===== src/rtl/fetch_arb.sv =====
// fetch_arb: two-requester round-robin arbiter in front of a single shared
// fetch engine. One fetch outstanding at a time; sticky watchdog on completion.
module fetch_arb #(
    parameter int unsigned addr_width     = 32,
    parameter int unsigned list_depth     = 4,
    parameter int unsigned timeout_cycles = 1024
) (
    input  logic                                           clk,
    input  logic                                           rst_n,
    input  logic                                           rd_fetch_req,
    input  logic [1:0]                                     rd_fetch_cmd,
    input  logic [((list_depth > 1) ? $clog2(list_depth) : 1)-1:0] rd_fetch_tag,
    input  logic [addr_width-1:0]                          rd_fetch_addr,
    output logic                                           rd_fetch_gnt,
    output logic                                           rd_fetch_done,
    input  logic                                           wr_fetch_req,
    input  logic [1:0]                                     wr_fetch_cmd,
    input  logic [((list_depth > 1) ? $clog2(list_depth) : 1)-1:0] wr_fetch_tag,
    input  logic [addr_width-1:0]                          wr_fetch_addr,
    output logic                                           wr_fetch_gnt,
    output logic                                           wr_fetch_done,
    output logic                                           fetch_req,
    output logic [1:0]                                     fetch_cmd,
    output logic [((list_depth > 1) ? $clog2(list_depth) : 1)-1:0] fetch_tag,
    output logic [addr_width-1:0]                          fetch_addr,
    input  logic                                           fetch_gnt,
    input  logic                                           fetch_done,
    output logic                                           timeout_err
);

    localparam int unsigned TW = (list_depth > 1) ? $clog2(list_depth) : 1;
    localparam int unsigned CW = 32;

    localparam logic [1:0] IDLE      = 2'd0;
    localparam logic [1:0] ISSUE     = 2'd1;
    localparam logic [1:0] WAIT_DONE = 2'd2;

    localparam logic [CW-1:0] CNT_MAX = '1;
    localparam logic [CW-1:0] TIMEOUT = CW'(timeout_cycles);

    logic [1:0]    state_q, state_d;
    logic          owner_q, owner_d;   // 0 = rd, 1 = wr
    logic          rr_q, rr_d;         // 0 = rd preferred on contention
    logic [CW-1:0] cnt_q, cnt_d;
    logic          err_q, err_d;
    logic          own_req;

    // Request of the current owner
    always_comb begin
        own_req = owner_q ? wr_fetch_req : rd_fetch_req;
    end

    // State, owner, round-robin pointer, wait counter and watchdog registers
    always_ff @(posedge clk or negedge rst_n) begin
        if (!rst_n) begin
            state_q <= IDLE;
            owner_q <= 1'b0;
            rr_q    <= 1'b0;
            cnt_q   <= '0;
            err_q   <= 1'b0;
        end else begin
            state_q <= state_d;
            owner_q <= owner_d;
            rr_q    <= rr_d;
            cnt_q   <= cnt_d;
            err_q   <= err_d;
        end
    end

    // Next-state: arbitration, issue handshake, completion and watchdog
    always_comb begin
        state_d = state_q;
        owner_d = owner_q;
        rr_d    = rr_q;
        cnt_d   = cnt_q;
        err_d   = err_q;
        case (state_q)
            IDLE: begin
                if (rd_fetch_req || wr_fetch_req) begin
                    state_d = ISSUE;
                    owner_d = (rd_fetch_req && wr_fetch_req) ? rr_q : wr_fetch_req;
                end
            end
            ISSUE: begin
                if (own_req && fetch_gnt) begin
                    state_d = WAIT_DONE;
                    cnt_d   = '0;
                end else if (!own_req) begin
                    // Requester withdrew before acceptance; pointer stays put
                    state_d = IDLE;
                end
            end
            WAIT_DONE: begin
                if (cnt_q != CNT_MAX) begin
                    cnt_d = cnt_q + CW'(1);
                end
                if (cnt_d == TIMEOUT) begin
                    err_d = 1'b1;
                end
                if (fetch_done) begin
                    state_d = IDLE;
                    rr_d    = ~owner_q;
                end
            end
            default: begin
                state_d = IDLE;
            end
        endcase
    end

    // Combinational routing of request/payload/grant/done by state and owner
    always_comb begin
        fetch_req     = 1'b0;
        fetch_cmd     = '0;
        fetch_tag     = '0;
        fetch_addr    = '0;
        rd_fetch_gnt  = 1'b0;
        wr_fetch_gnt  = 1'b0;
        rd_fetch_done = 1'b0;
        wr_fetch_done = 1'b0;
        case (state_q)
            ISSUE: begin
                fetch_req = own_req;
                if (owner_q) begin
                    fetch_cmd  = wr_fetch_cmd;
                    fetch_tag  = TW'(wr_fetch_tag);
                    fetch_addr = wr_fetch_addr;
                end else begin
                    fetch_cmd  = rd_fetch_cmd;
                    fetch_tag  = TW'(rd_fetch_tag);
                    fetch_addr = rd_fetch_addr;
                end
                rd_fetch_gnt = ~owner_q & rd_fetch_req & fetch_gnt;
                wr_fetch_gnt =  owner_q & wr_fetch_req & fetch_gnt;
            end
            WAIT_DONE: begin
                rd_fetch_done = ~owner_q & fetch_done;
                wr_fetch_done =  owner_q & fetch_done;
            end
            default: begin
            end
        endcase
    end

    assign timeout_err = err_q;

endmodule

===== config.mk =====
export PLATFORM = sky130hd
export DESIGN_NAME = fetch_arb
export DESIGN_NICKNAME = d
export VERILOG_FILES = /design/src/rtl/fetch_arb.sv
export SDC_FILE = /design/constraint.sdc
export NUM_CORES = 1
export LEC_CHECK = 0
export BUFFER_PORTS_ARGS = -buffer_cell sky130_fd_sc_hd__buf_2
export CORE_ASPECT_RATIO = 1.2
export CORE_MARGIN = 10
export CORE_UTILIZATION = 35
export CTS_CLUSTER_DIAMETER = 30
export DETAILED_ROUTE_END_ITERATION = 7
export HOLD_SLACK_MARGIN = 0.06
export PLACE_DENSITY = 0.64
export SYNTH_ARGS = -nofsm -noshare
export SYNTH_HDL_FRONTEND = slang
export SYNTH_SLANG_ARGS = --single-unit
export TNS_END_PERCENT = 10

===== constraint.sdc =====
create_clock -name clk -period 7 [get_ports clk]
set_input_delay 1.4 -clock clk [delete_from_list [all_inputs] [get_ports clk]]
set_output_delay 1.4 -clock clk [all_outputs]
set_load 0.05 [all_outputs]

==> impl_metrics.yaml, run 1 <==
floorplanning:
  fp.dieArea_mm2: 0.0134
  start_util_pct: 35.6
  dieHeight_um: 125
  io_pins: 120
  core-area_mm2: 0.00899
  die_w_um: 107
  core.rowCount: 38
min_path:
  worstHoldPathType: "register to register"
  min_delay_path_depth: 1
timing:
  slew_headroom_pct: 15.8
  finalCritPeriodShare_pct: 50.6
  tightest_slew_ns: 1.26
  final-max-slew-violation-count: 0
  skew_ns: 0.00847
  hold-worst-slack_ns: 0.486
  min_period_ns: 3.55
  rsz0062_at_grt: "no"
  finalHoldViolCount: 0
  fin_tns_setup_ns: 0
  max_clock_freq_mhz: 282
  setup_viol: 0
grt:
  grt_usage_pct: 15.9
  grt_pass1_vias: 3477
  antenna_found_initial: 0
  grt_pass1_wl_mm: 17.6
  use_met1_pct: 18.4
  grt_max_degree: 43
  gr-usage-met2_pct: 26.0
  grt_use_met3_pct: 7.51
  grt.busiest_layer: "met2"
  overflow: 0
yosys:
  async_reset_ff_share_pct: 100
  synth_top_area_share_pct: 28.9
  syn_nets: 501
  avgSynthCellArea_um2: 7.59
  synth-seq-area-share_pct: 28.9
  synthTopCellsByArea: "dfrtp_1 29%, mux2i_1 12%, nor2_1 7.1%"
  synth_edf_count: 0
  synth_cell_type_count: 53
  ys_seq_elements: 37
  syn_area_mm2: 0.00320
  synth-main-ff-cell: "dfrtp_1"
  ys_warn_count: 0
  synth_common_cells: "61 x nor2_1, 39 x nand2_1, 38 x mux2i_1"
  yosysTopAreaCell: "dfrtp_1"
  yosysMostFrequentCell: "nor2_1"
  syn_inst: 422
status:
  status: "finished, final reports clean"
route:
  drtPass1Iterations: 5
  wl_per_cell_um: 17.7
  drc: 0
  drt-total-wl_mm: 11.2
  vias: 3557
  drt_iter0_drc: 208
  ant_nets: 0
  vias_per_cell: 5.62
setup_path:
  worst_ep_required_time_ns: 5.60
  r2r_start: "cnt_q[0]"
  r2r_end: "timeout_err"
  crit_start: "fetch_gnt"
  r2r_cells: 8
  arrival_ns: 2.15
  critPathCapture: "rd_fetch_gnt"
  endpoint_kind: "output port"
  rrSetupSlack_ns: 3.80
  cp_max_fo: 3
  crit_type: "input pin to output port"
  start_kind: "input pin"
power_and_ir_drop:
  power_density_mw_per_mm2: 333
  p_leak_nw: 1.82
  power_mw: 1.30
  peakVddDrop_mv: 0.304
clock_network:
  cts_tree: "yes"
  clkSinkCount: 37
  root_buffer: "clkbuf_8"
  ctsHoldBuffers: 0
  cts_buffers: 5
  h-tree-depth: 2
  post_cts_resize_count: 0
  post_cts_buffers: 0
  cts_max_path_buffers: 2
  clock_latency_ns: 0.29
  cts.reportedPaths.clkPinSlew_ns: 0.08
final_layout:
  final_layout_size_suffix_gt1_share_pct: 26.7
  finalNonFillerCells: 633
  final_core_utilization_pct: 43.6
  regArea_um2: 927
  diodes: 0
  layout.nets: 591
  area_growth_pct: 22.4
  fillers: 919
  multi_input_area_mm2: 0.00210
flow_run:
  max-cap-violations: 0
placement:
  dp_cells: 625
  place.gp.congestion: 0.943
  portBuffers: 119
  hpwlAfterDp_mm: 8.77
-- cell type report --
type                            count  area share [%]
Sequential cell                    37            23.6
Inverter                            4           0.383
Clock buffer                        7            2.20
Tap cell                          120            3.83
Multi-Input combinational cell    343            53.6
Timing Repair Buffer              121            15.6
Clock inverter                      1           0.766
-- worst min path at each step --
| stage | from | to |
|---|---|---|
| after floorplan | rr_q | rr_q |
| after global placement | timeout_err | timeout_err |
| after detailed placement | timeout_err | timeout_err |
| after CTS | timeout_err | timeout_err |
| after global routing | timeout_err | timeout_err |
| final | timeout_err | timeout_err |
-- registers in the layout, summed over array words and instances, names as in the netlist --
register     cells
rr_q             1
timeout_err      1
cnt_q           32
owner_q          1
state_q          2
-- worst max-delay path, stage by stage --
cell      delay (ns)
buf_2           0.09
nand3b_1        0.13
nor3b_1         0.22
buf_2           0.31
-- metrics by stage --
step	setup WS (ns)	cell area, um2
global route	3.28	3920
finish	3.45	3920
floorplan	2.94	3200
detailed placement	3.48	3800
global placement	3.52	3800
CTS	3.48	3920
-- logic make-up after synthesis --
| logic type | count (synthesis) | synth area share [%] |
|---|---|---|
| AND/OR/NAND/NOR | 190 | 29.7 |
| AO/OA/AOI/OAI | 100 | 19.8 |
| buffers and inverters | 42 | 5.47 |
| multiplexers | 38 | 11.9 |
| flip-flops | 37 | 28.9 |
| XOR/XNOR | 14 | 3.83 |
| adder cells (fa/ha/maj) | 1 | 0.391 |
-- cell usage in the layout (no fill, tap or decap), types with 3 or more instances in the layout --
cell | Yosys | routed
nand4_1 | 14 | 14
a31oi_1 | 15 | 15
dfrtp_1 | 37 | 36
nor3_1 | 9 | 9
mux2i_1 | 38 | 38
nand2b_1 | 3 | 3
xor2_1 | 8 | 8
o31ai_1 | 11 | 11
buf_2 | 10 | 119
nor4_1 | 6 | 6
nor2_1 | 61 | 61
clkbuf_8 | 0 | 6
inv_1 | 4 | 4
a21oi_1 | 14 | 14
a21o_1 | 3 | 3
a22o_1 | 3 | 3
and3_1 | 9 | 9
nand2_1 | 39 | 39
xnor2_1 | 6 | 6
and4_1 | 6 | 6
o22ai_1 | 3 | 3
nand3_1 | 25 | 25
o21ai_0 | 36 | 36
a311oi_1 | 3 | 3
-- power by group --
group | switching (mW) | total (mW) | leakage, nW | internal, mW
clock | 0.0791 | 0.195 | 0.0585 | 0.116
combinational | 0.567 | 0.790 | 1.26 | 0.222
sequential | 0.0848 | 0.319 | 0.506 | 0.234
total | 0.731 | 1.30 | 1.82 | 0.573
-- per-layer routing --
metal  share of wire, %  up-vias  routed length [um]
li1                   -     1728                   -
met1                 40     1659                4480
met2                 47      159                5300
met3                 11       11                1270
met4                1.2        0                 139
met5                  0        -                   0
(Power assumes the default switching activity.)
==> inputs of run 2 (changes only) <==
- clock period: 7 -> 3.52 ns (I/O delays scaled with it)
==> impl_metrics.yaml, run 2 (same netlist as run 1, synthesis figures left out) <==
timing:
  setup_viol: 0
  max_clock_freq_mhz: 331
  final-max-slew-violation-count: 0
  fin_ws_ns: 0.499
  rsz0062_at_grt: "no"
  skew_ns: 0.00986
  finalCritPeriodShare_pct: 85.8
  finalHoldViolCount: 0
  min_period_ns: 3.02
  hold-worst-slack_ns: 0.484
  tightest_slew_ns: 1.25
  fin_tns_setup_ns: 0
  slew_headroom_pct: 16.5
floorplanning:
  io_pins: 120
  die_w_um: 107
  core.rowCount: 38
  start_util_pct: 35.6
  core-area_mm2: 0.00899
  fp.dieArea_mm2: 0.0134
  dieHeight_um: 125
setup_path:
  worst_ep_required_time_ns: 3.76
  critical-path-top-delay-family: "simple AND/OR/NAND/NOR gates"
  cp_max_fo: 7
  path_buf_inv: 0
  crit_type: "register to register"
  cpMaxStageDelayCell: "or4_1"
  crit_chain: "ha_1 -> and3_1 -> nand4_1 -> a21oi_1 -> a21oi_1 -> or4_1 -> a2111oi_2 -> a41o_1"
  crit_top_cell: "a21oi_1"
  arrival_ns: 3.26
  start_kind: "register"
  slowest_delay_ns: 0.55
  endpoint_kind: "register"
route:
  highest-signal-layer: "met4"
  vias: 3610
  wl_per_cell_um: 18.3
  wl_met3_mm: 1.19
  ant_nets: 0
  vias_per_cell: 5.68
  drtPass1Iterations: 5
  drt_iter0_drc: 189
  drt-total-wl_mm: 11.6
  drc: 0
  wl_met1_mm: 4.84
  wl_met2_mm: 5.48
clock_network:
  clkSinkCount: 37
  cts.reportedPaths.clkPinSlew_ns: 0.08
  cts_buffers: 5
  cts_tree: "yes"
  post_cts_resize_count: 0
  h-tree-depth: 2
  ctsHoldBuffers: 0
  post_cts_buffers: 0
  clock_latency_ns: 0.29
  root_buffer: "clkbuf_8"
  cts_max_path_buffers: 2
final_layout:
  largestRegisters: "cnt_q: 32 flops, state_q: 2 flops"
  layout.nets: 594
  regMostFlops: "cnt_q"
  area_growth_pct: 22.0
  largest_reg_flops: 32
  diodes: 0
  layout_commonest_cell: "buf_2"
  final_layout_size_suffix_gt1_share_pct: 26.7
  final_cell_mix: "119 x buf_2, 61 x nor2_1, 39 x nand2_1"
status:
  status: "finished, final reports clean"
placement:
  place.gp.congestion: 0.970
  pre_cts_slack_ns: 0.546
  portBuffers: 119
  hpwlAfterDp_mm: 9.08
grt:
  overflow: 0
  grt_usage_pct: 17.0
  grt_pass1_vias: 3645
  grt_pass1_wl_mm: 18.9
  grt_max_degree: 41
  antenna_found_initial: 0
power_and_ir_drop:
  p_leak_nw: 1.82
  power_density_mw_per_mm2: 639
  peakVddDrop_mv: 0.602
flow_run:
  max-cap-violations: 0
min_path:
  worstHoldPathType: "register to register"
## run 2: cell types whose count changed in the layout (fill, tap and decap cells not counted)
cell / delta
clkbuf_1: +2
clkbuf_8: -1
buf_4: +3
bufinv_16: -1
## run 2: area by class of cell
cell class	count	area, um2
fill	910	5080
multi-input combinational	343	2100
sequential	37	927
inverter	4	15.0
tap	120	150
timing repair buffer	124	633
clock buffer	8	80.1
## run 2: worst paths after layout
| kind | startpoint | end | slack (ns) | cells past startpoint |
|---|---|---|---|---|
| setup / recovery | cnt_q[0] | timeout_err | 0.50 | 8 |
| hold / removal | rr_q | rr_q | 0.48 | 1 |
| setup reg to reg | cnt_q[0] | timeout_err | 0.50 | 8 |
| hold reg to reg | rr_q | rr_q | 0.48 | 1 |
| max in group asynchronous | rst_n | owner_q | 2.39 | 1 |
| min in group asynchronous | rst_n | timeout_err | 0.52 | 1 |
## run 2: report_power, final
group	internal, mW	switching, mW	leakage [nW]
Clock	0.141	0.153	0.0395
Sequential	0.468	0.0650	0.506
Combinational	0.440	1.23	1.28
## run 2: worst register-to-register path, cell delays in order (launching register included)
cell and delay [ns]:
dfrtp_1 0.44, ha_1 0.31, and3_1 0.32, nand4_1 0.24
a21oi_1 0.47, a21oi_1 0.13, or4_1 0.55, a2111oi_2 0.29
a41o_1 0.22
## run 2: layer usage
metal	track usage (%)	vias up
met1	20.6	1699
li1	-	1726
met4	4.09	0
met5	0	-
met2	27.7	174
met3	6.42	11
## run 2: metrics by stage
stage                     total power, mW  utilization [%]  instances  cell area, um2
final                                2.50             43.5        636            3910
after floorplan                      1.83                -        422            3200
after detailed placement             2.22             42.6        628            3830
after global routing                 2.66             43.5        636            3910
after CTS                            2.52             43.5        636            3910
after global placement               2.21             42.6        628            3830
